<file path="src/rtl/regfile_pkg.sv">
// Shared types and sizes for the register-file write-back path.
package regfile_pkg;

    localparam int XLEN     = 32;
    localparam int AW       = 5;
    localparam int NUM_REGS = 1 << AW;

    typedef logic [AW-1:0] reg_addr_t;

    typedef enum logic {
        WB_ALU = 1'b0,
        WB_MEM = 1'b1
    } wb_src_e;

endpackage

</file>
<file path="src/rtl/wb_rr_arbiter.sv">
// Two-requester round-robin arbiter; grant doubles as ready, pointer moves only on accept.
module wb_rr_arbiter
    import regfile_pkg::*;
(
    input  logic clk,
    input  logic rst,
    input  logic a_valid_i,
    input  logic m_valid_i,
    output logic a_grant_o,
    output logic m_grant_o
);

    wb_src_e last_q, last_d;

    // On a tie the side that did not win last time takes the port.
    always_comb begin
        a_grant_o = a_valid_i && (!m_valid_i || (last_q == WB_MEM));
        m_grant_o = m_valid_i && (!a_valid_i || (last_q == WB_ALU));
        last_d    = last_q;
        if (a_grant_o) begin
            last_d = WB_ALU;
        end else if (m_grant_o) begin
            last_d = WB_MEM;
        end
    end

    always_ff @(posedge clk or posedge rst) begin
        if (rst) begin
            last_q <= WB_MEM;
        end else begin
            last_q <= last_d;
        end
    end

endmodule

</file>
<file path="src/rtl/regfile_wb_scheduler.sv">
// Arbitrates ALU/load write-backs onto the register-file write port and keeps
// the busy scoreboard used by decode for RAW/WAW stalls.
module regfile_wb_scheduler #(
    parameter int XLEN = regfile_pkg::XLEN,
    parameter int AW   = regfile_pkg::AW
) (
    input  logic                  clk,
    input  logic                  rst,
    input  logic                  issue_valid,
    input  logic [AW-1:0]         issue_rd,
    output logic                  issue_ready,
    input  logic                  a_valid,
    output logic                  a_ready,
    input  logic [AW-1:0]         a_rd,
    input  logic [XLEN-1:0]       a_data,
    input  logic                  m_valid,
    output logic                  m_ready,
    input  logic [AW-1:0]         m_rd,
    input  logic [XLEN-1:0]       m_data,
    output logic [AW-1:0]         rd_address,
    output logic [XLEN-1:0]       rd_data_in,
    output logic                  rd_write_enb,
    input  logic [AW-1:0]         chk1_address,
    input  logic [AW-1:0]         chk2_address,
    output logic                  chk1_busy,
    output logic                  chk2_busy,
    output logic [(1<<AW)-1:0]    busy_mask,
    output logic                  wb_unexpected
);
    import regfile_pkg::*;

    localparam int NREG = 1 << AW;

    logic            a_grant;
    logic            m_grant;
    logic            accept;
    logic [AW-1:0]   win_rd;
    logic [XLEN-1:0] win_data;
    logic            issue_set;

    logic [NREG-1:0] busy_q, busy_d;
    logic            wen_q, wen_d;
    logic [AW-1:0]   addr_q, addr_d;
    logic [XLEN-1:0] data_q, data_d;
    logic            unexp_q, unexp_d;

    wb_rr_arbiter u_arb (
        .clk       (clk),
        .rst       (rst),
        .a_valid_i (a_valid),
        .m_valid_i (m_valid),
        .a_grant_o (a_grant),
        .m_grant_o (m_grant)
    );

    assign a_ready       = a_grant;
    assign m_ready       = m_grant;
    assign rd_address    = addr_q;
    assign rd_data_in    = data_q;
    assign rd_write_enb  = wen_q;
    assign busy_mask     = busy_q;
    assign wb_unexpected = unexp_q;
    assign chk1_busy     = busy_q[chk1_address];
    assign chk2_busy     = busy_q[chk2_address];

    // A write committing this cycle frees its destination for a new issue.
    assign issue_ready = (issue_rd == '0) || !busy_q[issue_rd]
                         || (wen_q && (addr_q == issue_rd));
    assign issue_set   = issue_valid && issue_ready && (issue_rd != '0);

    always_comb begin
        accept   = a_grant || m_grant;
        win_rd   = m_grant ? m_rd   : a_rd;
        win_data = m_grant ? m_data : a_data;

        wen_d  = accept && (win_rd != '0);
        addr_d = accept ? win_rd   : addr_q;
        data_d = accept ? win_data : data_q;

        unexp_d = unexp_q || (accept && (win_rd != '0) && !busy_q[win_rd]);

        // Clear first so a same-edge re-issue of the register keeps it busy.
        busy_d = busy_q;
        if (wen_q) begin
            busy_d[addr_q] = 1'b0;
        end
        if (issue_set) begin
            busy_d[issue_rd] = 1'b1;
        end
        busy_d[0] = 1'b0;
    end

    always_ff @(posedge clk or posedge rst) begin
        if (rst) begin
            wen_q   <= 1'b0;
            addr_q  <= '0;
            data_q  <= '0;
            busy_q  <= '0;
            unexp_q <= 1'b0;
        end else begin
            wen_q   <= wen_d;
            addr_q  <= addr_d;
            data_q  <= data_d;
            busy_q  <= busy_d;
            unexp_q <= unexp_d;
        end
    end

endmodule

</file>
<file path="config.mk">
export PLATFORM = sky130hd
export DESIGN_NAME = regfile_wb_scheduler
export DESIGN_NICKNAME = d
export VERILOG_FILES = /design/src/rtl/regfile_pkg.sv /design/src/rtl/wb_rr_arbiter.sv /design/src/rtl/regfile_wb_scheduler.sv
export SDC_FILE = /design/constraint.sdc
export NUM_CORES = 1
export LEC_CHECK = 0
export CAP_MARGIN = 30
export CORE_AREA = 10 10 114 116
export CTS_CLUSTER_DIAMETER = 30
export DETAILED_ROUTE_END_ITERATION = 7
export DIE_AREA = 0 0 124 126
export GPL_TIMING_DRIVEN = 1
export PLACE_DENSITY = 0.77
export SLEW_MARGIN = 15
export SYNTH_ARGS = -nofsm -noshare
export SYNTH_HDL_FRONTEND = slang
export SYNTH_SLANG_ARGS = --single-unit
</file>
<file path="constraint.sdc">
create_clock -name clk -period 3.7 [get_ports clk]
set_input_delay 0.74 -clock clk [delete_from_list [all_inputs] [get_ports clk]]
set_output_delay 0.74 -clock clk [all_outputs]
set_load 0.005 [all_outputs]
</file>
## Word-level counts from Yosys, hierarchy flattened

Index checks and enable logic that the tools add are counted.

- Bits in registers: 71
- Bits in latches: 0
- RAM bits: 0
- Bits in read-only memories: 0
- Bits of input ports: 94
- Word-level logic and storage cells: 59
- Memories kept: 0

- Add/sub/neg operators: 0
- $mul: 0
- Div/mod/pow operators: 0
- Magnitude comparators: 7
- Equal/unequal tests: 1
- Shifts and indexed selects: 0
- Muxes and demuxes: 18
- Bitwise operators: 4
- Reduce and logical (&&, ||, !) cells: 23

Operators by type and width:

| operator | count |
|---|---|
| two-way mux 32 bit | 3 |
| AND 32 bit | 1 |
| NOT 32 bit | 1 |
| OR 32 bit | 1 |
| < comparator 5 x 6 -> 1 bit, second input constant | 5 |
| binary-select mux 1 bit (select 5 bit) | 4 |
| demux 1 bit (select 5 bit) | 2 |
| >= comparator 5 x 1 -> 1 bit, second input constant | 2 |
| nonzero test 5 bit | 2 |
| logical AND 1 bit | 9 |
| two-way mux 1 bit | 8 |
| logical OR 1 bit | 6 |
| equality test 5 bit | 1 |
| logical NOT 5 bit | 1 |
| two-way mux 5 bit | 1 |
| logical NOT 1 bit | 4 |
| nonzero test 2 bit | 1 |
| NOT 1 bit | 1 |

## Logic depth before layout (Yosys ltp)

Gate-level depths: netlist of the first run.

- Depth after elaboration: 9
- Mapped depth: 9
- Depth with buffers taken out: 7

## Hierarchy

From an unflattened synthesis of the first run, not the netlist that was laid out.

- Cell total of the unflattened synthesis: 428
- Area total of the unflattened synthesis: 4418.0 sq um

Modules (own cells, without submodules):

| module | instances | cells an instance | area each (sq um) | sequential area each (sq um) |
|---|---|---|---|---|
| regfile_wb_scheduler | 1 | 421 | 4360.4 | 1751.7 |
| wb_rr_arbiter | 1 | 7 | 57.6 | 26.3 |

## Least setup slack after synthesis of the first run

No wires, ideal clock.

- Path type: input to output
- Start point: in chk1_address[0]
- End point: out chk1_busy
- Arrival: 2.424 ns
- Data required time: 2.960 ns
- Slack: 0.536 ns
- Stages: 4
- Path through: clkbuf_1 > mux4_2 > mux4_2 > mux2_2

- Longest elaborated chain between the ends: 2

RTL lines:

| what | RTL line | text |
|---|---|---|
| from (decl) | regfile_wb_scheduler.sv:23 | `input logic [AW-1:0] chk1_address,` |
| binary-select mux 1 bit (select 5 bit) | regfile_wb_scheduler.sv:63 | `assign chk1_busy = busy_q[chk1_address];` |
| two-way mux 1 bit (implied by the code) | regfile_wb_scheduler.sv:63 |  |
| to (decl) | regfile_wb_scheduler.sv:25 | `output logic chk1_busy,` |

No other way between the ends. The select of a mux whose other input is x is not followed.

## Final worst setup path of the first run

- Start point: in issue_rd[0]
- End point: out issue_ready

- Longest elaborated chain between the ends: 5
- Elaborated cells between the ends (all ways): 8
- Classes of those cells: eq/ne (1); mux (2); reduce/logical (5)

RTL lines:

| what | RTL line | text |
|---|---|---|
| from (decl) | regfile_wb_scheduler.sv:10 | `input logic [AW-1:0] issue_rd,` |
| binary-select mux 1 bit (select 5 bit) | regfile_wb_scheduler.sv:67 | `assign issue_ready = (issue_rd == '0) \|\| !busy_q[issue_rd]` |
| two-way mux 1 bit (implied by the code) | regfile_wb_scheduler.sv:67 |  |
| logical NOT 1 bit | regfile_wb_scheduler.sv:67 |  |
| logical OR 1 bit | regfile_wb_scheduler.sv:67 |  |
| logical OR 1 bit (*) | regfile_wb_scheduler.sv:68 | `\|\| (wen_q && (addr_q == issue_rd));` |
| to (decl) | regfile_wb_scheduler.sv:11 | `output logic issue_ready,` |

Every way passes the cells marked *; elsewhere a longest branch is shown, timed or not. The select of a mux whose other input is x is not followed.

==> impl_results.md, run 1 <==
- Status: complete, no violations
- Fin worst setup slack: around 0.16 ns
- Crit share post-route: 0.955
- WL per Instance: 22.3 µm
- Cell Area, Placed: 6660 µm²
- Post-synth EDFFs: 0
- Mux share of post-synthesis cell area: 0.217
- Fin. max-slew vios: 0
- Clk slew on worst S/H paths: 0.07 ns
- Vias in the first global route: 4755
- DRT Pass-1 Iters: 5
- Vias: 4772
- Clk_lat worst skew: 0.34 ns
- Share of layout cells above drive strength 1: 0.143
- Critical Path Sink Type: output pin
- CTS buffer count: 9
- Starting Density: 0.450
- CP Launch Type: primary input
- Ys flop type: dfrtp_1
- Aggregate global routing overflow: 0
- Met2 routed WL: between 8000 and 9000 µm
- CP Class: in -> out
- Crit path arrival time: about 2.8 ns
- Pin count of the biggest net entering global routing: 72
- Worst Path Required: ~3 ns
- Dpl ws: -0.169 ns
- Post-synthesis simple-gate area fraction: 0.156
- PD cells: 556 nW/µm²
- Crit-path max FO: 7
- First-pass GRT wire length: roughly 27000 µm
- Static Leak: 0.00270 µW
- Final critical-path required period: 3.54 ns
- Vias per inst: 5.98
- Net Count, Synth: 582
- Async SR Flop Fraction: 1.00
- Wire length on met1: 6780 µm
- Area growth, synth to finish: 43.8%
- Synthesized flop and latch total: 71
- GP Congestion: 0.985
- Highest clock rate: 283 MHz
- Worst min path class: reg -> reg
- Clock Skew: 0.0171 ns
- # Post-CTS Setup Buffers: 0
- MaxCap Viol Count: 0
- Post-synthesis cell area: 4820 µm²
- Slew headroom: 0.623
- Number of I/O pins: 170
- Routed WL: 17800 µm
- Antenna viol nets, final: 0
- H-tree level count: 3
- DIE HEIGHT: 126 µm
- RSZ-0062 raised after global routing: false
- Area contributors post-synth: dfrtp_1 (36%), mux4_2 (14%), a21oi_1 (7.4%)
- Post-Synth Adder-Cell Area: 0
- Initial drt markers: 439
- Nets: 747
- Post-synthesis compound-gate area fraction: 0.208
- Top cell type's share of synthesized area: 0.364
- Clock Tree Buf Depth: 2
- Max VDD drop: roughly 0.34 mV
- Core ar.: 10700 µm²
- Port bufs: between 150 and 200
- Mapped Cells: around 490
- Hold Violations, Final: 0
- Total GRT Usage: 0.222
- Largest family of logic cells by synthesized area: multiplexers
- Worst hold slack: 0.492 ns
- Yosys top cell by area: dfrtp_1
- Yosys cell types: 50
- ANT cells: 0
- DRC: 0
- Post-DP HPWL: around 13000 µm
- Setup violators final: 0
- CTS sink count: slightly above 70
- Slew of the pin with the lowest slew margin: approximately 0.56 ns
- Clock Tree Root: clkbuf_8
- Seq/Total Area, Yosys: 0.369
- Xor/xnor cell area share of the yosys netlist: 0.00909
- Num rows: 38
- Antenna violations before repair: 0
- Met3 wire length: 1700 µm
- Top layer in use: met4
- TritonCTS clock tree: built
- Die area: 15600 µm²
- Hold_buf cts: 0
- Die width: 124 µm
- Synth Area per Inst: 9.87 µm²
- Fin area: just under 7000 µm²
- Number of synthesis warnings: 0
## critical path, cell delays in order
cell and delay [ns]:
clkdlybuf4s50_1 0.46, buf_4 0.18, buf_6 0.16, mux4_2 0.49
a32oi_1 0.20, o221ai_2 0.14, o21ai_4 0.15, dlygate4sd2_1 0.26
## per-stage QoR
step                      setup TNS (ns)  utilization  cells  total power [µW]
after detailed placement          -0.467        0.623    780              3150
after floorplan                        0            -    488              2100
after CTS                              0        0.644    796              3840
after global routing                   0        0.648    798              4050
after global placement            -0.423        0.623    780              3120
final                                  0        0.648    798              3860
## cell usage after synthesis (all sizes together) (3+ instances only)
cell type / n
nand4: 3
buf: 9
nand2: 53
inv: 6
nor2: 9
or3b: 4
nand2b: 33
xor2: 4
a21oi: 71
nand3: 4
nand3b: 10
dfrtp: 70
mux4: 35
mux2i: 14
clkbuf: 27
o21ai: 100
mux2: 6
## power by group
part	internal [µW]	switching, µW	total, µW
clock	399	295	693
sequential	998	521	1520
combinational	1040	600	1640
## logic make-up after synthesis
| family | after synthesis |
|---|---|
| AO/OA/AOI/OAI | 184 |
| XOR/XNOR | 5 |
| other | 1 |
| buffers and inverters | 43 |
| AND/OR/NAND/NOR | 129 |
| multiplexers | 55 |
| flip-flops | 71 |
## registers in the layout, indices dropped and copies added, names as in the netlist
| signal | cells |
|---|---|
| rd_data_in | 32 |
| busy_mask | 31 |
| rd_address | 5 |
| rd_write_enb | 1 |
| u_arb.last_q | 1 |
| wb_unexpected | 1 |
## final cells by class
cell class / instances / area [µm²]
clock buffers: 11 / 141
clock inverters: 5 / 81.3
fillers: 864 / 3770
inverters: 7 / 26.3
multi-input cells: 374 / 2840
flip-flops and latches: 71 / 1780
well taps: 140 / 175
repair buffers: 190 / 1880
## timing repair
action | in CTS | in global routing
setup endpoints to repair | 3 | 2
resized for setup | 5 | 3
pin swaps | 0 | 0
cloned | 0 | 1
## routing by layer
metal	GRT usage	vias up
met5	0	-
met4	0.0840	0
li1	-	2153
met1	0.269	2339
met3	0.0652	36
met2	0.362	244
## layout by cell type, fill, tap and decap left out, types with 5 or more instances in the layout
| master | count |
|---|---|
| o21ai_2 | 5 |
| o21ai_0 | 68 |
| clkbuf_8 | 10 |
| mux4_2 | 29 |
| nand3b_1 | 10 |
| nand2b_1 | 33 |
| mux4_1 | 6 |
| o21ai_1 | 26 |
| dfrtp_1 | 70 |
| mux2_2 | 6 |
| nor2_1 | 9 |
| buf_4 | 18 |
| clkdlybuf4s50_1 | 162 |
| mux2i_1 | 12 |
| nand2_1 | 53 |
| a21oi_1 | 71 |
| inv_1 | 5 |
## worst paths after layout
path / cells after the start / start / to / slack [ns]
max in group asynchronous: 4 / rst / u_arb.last_q / 2.42
max reg2reg: 6 / u_arb.last_q / wb_unexpected / 1.15
min in group asynchronous: 3 / rst / busy_mask[11] / 0.69
min: 1 / wb_unexpected / wb_unexpected / 0.49
max: 8 / issue_rd[0] / issue_ready / 0.16
min reg2reg: 1 / wb_unexpected / wb_unexpected / 0.49
No activity file was read; power rests on OpenSTA's default activity.
==> inputs of run 2 (changes only) <==
--- a/config.mk
+++ b/config.mk
@@ -6,12 +6,12 @@
 export NUM_CORES = 1
 export LEC_CHECK = 0
 export CAP_MARGIN = 30
-export CORE_AREA = 10 10 114 116
+export CORE_AREA = 10 10 110 112
 export CTS_CLUSTER_DIAMETER = 30
 export DETAILED_ROUTE_END_ITERATION = 7
-export DIE_AREA = 0 0 124 126
+export DIE_AREA = 0 0 120 122
 export GPL_TIMING_DRIVEN = 1
-export PLACE_DENSITY = 0.77
+export PLACE_DENSITY = 0.83
 export SLEW_MARGIN = 15
 export SYNTH_ARGS = -nofsm -noshare
 export SYNTH_HDL_FRONTEND = slang
==> constraint.sdc (replaced) <==
create_clock -name clk -period 4.2 [get_ports clk]
set_input_delay 1.05 -clock clk [delete_from_list [all_inputs] [get_ports clk]]
set_output_delay 1.05 -clock clk [all_outputs]
set_load 0.005 [all_outputs]
==> run 2 against run 1 <==
Setup slack worse by 0.12 ns. Combinational power decreased by 10%. Register-to-register slack improved by 0.23 ns. Worst hold slack worse by 0.0019 ns. Total power fell by 10%. Sequential cell count unchanged. Die area fell by 6.3%. Sequential share of layout area is 0.25 points lower.
==> impl_results.md, run 2 (same netlist as run 1, synthesis figures left out) <==
- Status: complete, no violations
- CP Launch Type: primary input
- DRT Pass-1 Iters: 5
- Total power: 3460 µW
- Crit-path max FO: 4
- Worst min path class: reg -> reg
- Number of I/O pins: 170
- Commonest non-fill, non-tap cell in the layout: clkdlybuf4s50_1
- Worst Path Required: roughly 3.2 ns
- First-pass GRT wire length: about 27000 µm
- # Post-CTS Setup Buffers: 0
- Hold Violations, Final: 0
- Max VDD drop: a little over 0.4 mV
- Slew headroom: 0.611
- Nets: 750
- Routed WL: around 18000 µm
- Crit share post-route: 0.988
- Critical Path Sink Type: output pin
- Clock Skew: between 0.01 and 0.015 ns
- Clock Tree Buf Depth: 2
- Num rows: 37
- Static Leak: 0.00273 µW
- Sequential cell area: 1780 µm²
- Max FFs per register: 32
- Delay of the slowest critical-path stage: 0.49 ns
- Clk slew on worst S/H paths: about 0.070 ns
- Clock Tree Root: clkbuf_8
- Area occupied by multi-input gates: 2850 µm²
- Aggregate global routing overflow: 0
- Slowest cell on the critical path: mux4_2
- Slew of the pin with the lowest slew margin: between 0.5 and 0.6 ns
- PD cells: 494 nW/µm²
- Total GRT Usage: 0.237
- TritonCTS clock tree: built
- Area growth, synth to finish: 45.3%
- Worst hold slack: 0.490 ns
- Fin util: 0.697
- WL per Instance: approximately 23 µm
- Port bufs: 168
- Starting Density: 0.480
- ANT cells: 0
- Dpl ws: -0.276 ns
- Highest clock rate: approximately 240 MHz
- Die width: 120 µm
- DRC: 0
- Hold_buf cts: 0
- DIE HEIGHT: around 120 µm
- Antenna viol nets, final: 0
- Antenna violations before repair: 0
- Die area: 14600 µm²
- Cells along the critical path: dlygate4sd2_1 -> bufbuf_16 -> mux4_2 -> mux4_2 -> mux2_2 -> dlygate4sd2_1
- H-tree level count: 3
- Share of layout cells above drive strength 1: 0.147
- Vias: around 5000
- Clk_lat worst skew: 0.35 ns
- Fin worst setup slack: 0.0487 ns
- GP Congestion: 0.915
- CTS buffer count: 9
- Post-DP HPWL: about 13000 µm
- RSZ-0062 raised after global routing: false
- CTS sink count: 71
- Most frequent cells in the layout: clkdlybuf4s50_1 (161), a21oi_1 (71), dfrtp_1 (70)
- Core ar.: 10000 µm²
- Final critical-path required period: between 4 and 5 ns
- MaxCap Viol Count: 0
- Initial drt markers: 663
- Fin. max-slew vios: 0
- Crit path arrival time: around 3.1 ns
- Setup violators final: 0
- Pin count of the biggest net entering global routing: 72
- CP Class: in -> out
- Vias per inst: 6.15
- Layout fillers: ~760
- Vias in the first global route: 4923
-- run 2: area by class of cell --
type / instances / area share
well taps: 136 / 0.0243
multi-input cells: 374 / 0.407
repair buffers: 193 / 0.276
flip-flops and latches: 71 / 0.254
clock buffers: 11 / 0.0188
inverters: 7 / 0.00375
clock inverters: 5 / 0.0152
-- run 2: final timing paths --
path	from	endpoint	slack (ns)	cells after the start
setup reg to reg	u_arb.last_q	wb_unexpected	1.38	7
hold / removal	wb_unexpected	wb_unexpected	0.49	1
setup / recovery	chk1_address[0]	chk1_busy	0.05	6
hold reg to reg	wb_unexpected	wb_unexpected	0.49	1
max in group asynchronous	rst	u_arb.last_q	2.63	4
min in group asynchronous	rst	busy_mask[8]	0.99	3
-- run 2: worst max-delay path: cells and delay by family --
family	cells	cell delay [ns]
muxes	3	1.21
buffers and inverters	3	0.83
-- run 2: what timing repair did --
action                                  in CTS  in global routing
gates resized for setup                      7                  1
endpoints found under the setup margin       3                  1
gates cloned                                 1                  0
pin swaps                                    1                  0
-- run 2: routing by layer --
metal	GRT usage	up-vias	wire length, µm
li1	-	2151	-
met1	0.289	2391	6870
met2	0.394	299	9240
met3	0.0560	62	1490
met4	0.109	0	744
met5	0	-	0
-- run 2: power breakdown --
group / switching, µW / total, µW / internal (µW)
Clock: 262 / 658 / 396
Combinational: 539 / 1470 / 927
Sequential: 453 / 1330 / 880
-- run 2: metrics by stage --
step,instances,cell area (µm²),setup TNS [ns]
floorplan,488,4820,0
global placement,779,6690,-0.678
detailed placement,779,6690,-0.732
CTS,796,6970,0
global route,797,7000,0
finish,797,7000,0
==> inputs of run 3 (changes only) <==
--- a/config.mk
+++ b/config.mk
@@ -6,12 +6,13 @@
 export NUM_CORES = 1
 export LEC_CHECK = 0
 export CAP_MARGIN = 30
-export CORE_AREA = 10 10 110 112
+export CORE_AREA = 10 10 105 107
 export CTS_CLUSTER_DIAMETER = 30
 export DETAILED_ROUTE_END_ITERATION = 7
-export DIE_AREA = 0 0 120 122
+export DIE_AREA = 0 0 115 117
+export DONT_BUFFER_PORTS = 1
 export GPL_TIMING_DRIVEN = 1
-export PLACE_DENSITY = 0.83
+export PLACE_DENSITY = 0.66
 export SLEW_MARGIN = 15
 export SYNTH_ARGS = -nofsm -noshare
 export SYNTH_HDL_FRONTEND = slang
==> run 3 against run 2 <==
Via count fell by 17%. Cell area fell by 28%. First-iteration DRC count fell by 33%. Clock skew rose by 0.0018 ns. Clock-buffer cell count rose by 1. Critical path depth fell by 2. Die area fell by 8.1%. Setup slack improved by 0.79 ns. Fmax rose by 24%. Critical path type unchanged.
==> impl_results.md, run 3 (same netlist as run 1, synthesis figures left out) <==
- Critical Path Sink Type: output pin
- GP Congestion: 0.914
- Max VDD drop: 0.278 mV
- Post-CTS Resized: 0
- Min-Delay Endpoint: wb_unexpected
- CP Class: in -> out
- Final critical-path required period: between 3 and 4 ns
- Core ar.: ~9000 µm²
- Hold Violations, Final: 0
- Antenna viol nets, final: 0
- Commonest non-fill, non-tap cell in the layout: a21oi_1
- R2r worst-path depth: 6
- Num rows: 35
- CP Launch Type: primary input
- Worst min path class: reg -> reg
- Clock Tree Root: clkbuf_8
- PD cells: 561 nW/µm²
- ANT cells: 0
- Die area: around 13000 µm²
- First-pass GRT wire length: 23800 µm
- Crit share post-route: 0.800
- Setup TNS: 0 ns
- TritonCTS clock tree: built
- RSZ-0062 raised after global routing: false
- Vias: between 4000 and 5000
- WL per Instance: 26.7 µm
- Reg-to-reg critical path startpoint: u_arb.last_q
- Area growth, synth to finish: 4.68%
- Routed WL: 15600 µm
- Starting Density: 0.534
- Initial drt markers: 442
- # Post-CTS Setup Buffers: 0
- Antenna violations before repair: 0
- HP Start: wb_unexpected
- DIE HEIGHT: 117 µm
- Fin area: 5040 µm²
- Most frequent cells in the layout: a21oi_1 (71), dfrtp_1 (70), o21ai_0 (68)
- Clk slew on worst S/H paths: 0.08 ns
- Setup violators final: 0
- Total power: 2830 µW
- Clock Tree Buf Depth: 2
- Fin util: 0.559
- Worst Hold Depth: 1
- Worst Path Required: about 3.2 ns
- Nets: 560
- Total GRT Usage: 0.226
- Status: complete, no violations
- Fin. max-slew vios: 0
- Vias in the first global route: 4148
- Cell Area, Placed: 4810 µm²
- Placed Instances: about 570
- Crit-path max FO: 14
- MaxCap Viol Count: 0
- Clock Skew: 0.0137 ns
- H-tree level count: 3
- CTS buffer count: 9
- DRC: 0
- Port bufs: 0
- Crit path arrival time: 2.31 ns
- Highest clock rate: 298 MHz
- Reg-to-reg endpoint: wb_unexpected
- Clk_lat worst skew: 0.34 ns
- Hold_buf cts: 0
- Static Leak: 0.00192 µW
- Pin count of the biggest net entering global routing: 71
- Post-DP HPWL: 11300 µm
- Reg2reg setup slack: approximately 1.2 ns
- Vias per inst: 6.98
- Slew of the pin with the lowest slew margin: 0.659 ns
- Aggregate global routing overflow: 0
- Die width: 115 µm
- Final Non-Filler Cells: 582
- CTS sink count: 71
- Slew headroom: 0.560
- Max FFs per register: 32
- Share of layout cells above drive strength 1: 0.157
- Number of I/O pins: 170
- DRT Pass-1 Iters: 5
==> run 3: power breakdown <==
part / internal [µW] / switching, µW
combinational: 481 / 316
clock: 371 / 261
sequential: 879 / 522
==> run 3: worst max path at each step <==
stage	startpoint	to	slack, ns	depth (start not counted)
floorplan	chk1_address[0]	chk1_busy	0.42	4
CTS	issue_rd[0]	issue_ready	0.83	4
global route	issue_rd[0]	issue_ready	0.78	4
detailed placement	issue_rd[0]	issue_ready	0.83	4
global placement	issue_rd[0]	issue_ready	0.85	4
finish	issue_rd[0]	issue_ready	0.84	4
==> run 3: cell type report <==
type	instances	area, µm²
fillers	802	3980
repair buffers	3	22.5
flip-flops and latches	71	1780
clock inverters	4	77.6
multi-input cells	374	2840
well taps	111	139
clock buffers	12	155
inverters	7	26.3
==> run 3: critical path, cell delays in order <==
cell	delay [ns]
mux4_1	0.52
a32oi_1	0.23
o221ai_2	0.15
o21ai_4	0.36
==> run 3: per-layer routing <==
metal,share of wire,up-vias,global-route usage
li1,-,1775,-
met1,0.37,2047,0.280
met2,0.48,219,0.344
met3,0.13,23,0.0979
met4,0.020,0,0.0792
met5,0,-,0
==> run 3: stage by stage <==
stage / setup slack [ns] / hold WS (ns)
2_1_floorplan: 0.416 / 0.474
6_report: 0.841 / 0.513
5_1_grt: 0.784 / 0.556
3_3_place_gp: 0.853 / 0.514
3_5_place_dp: 0.828 / 0.509
4_1_cts: 0.835 / 0.526
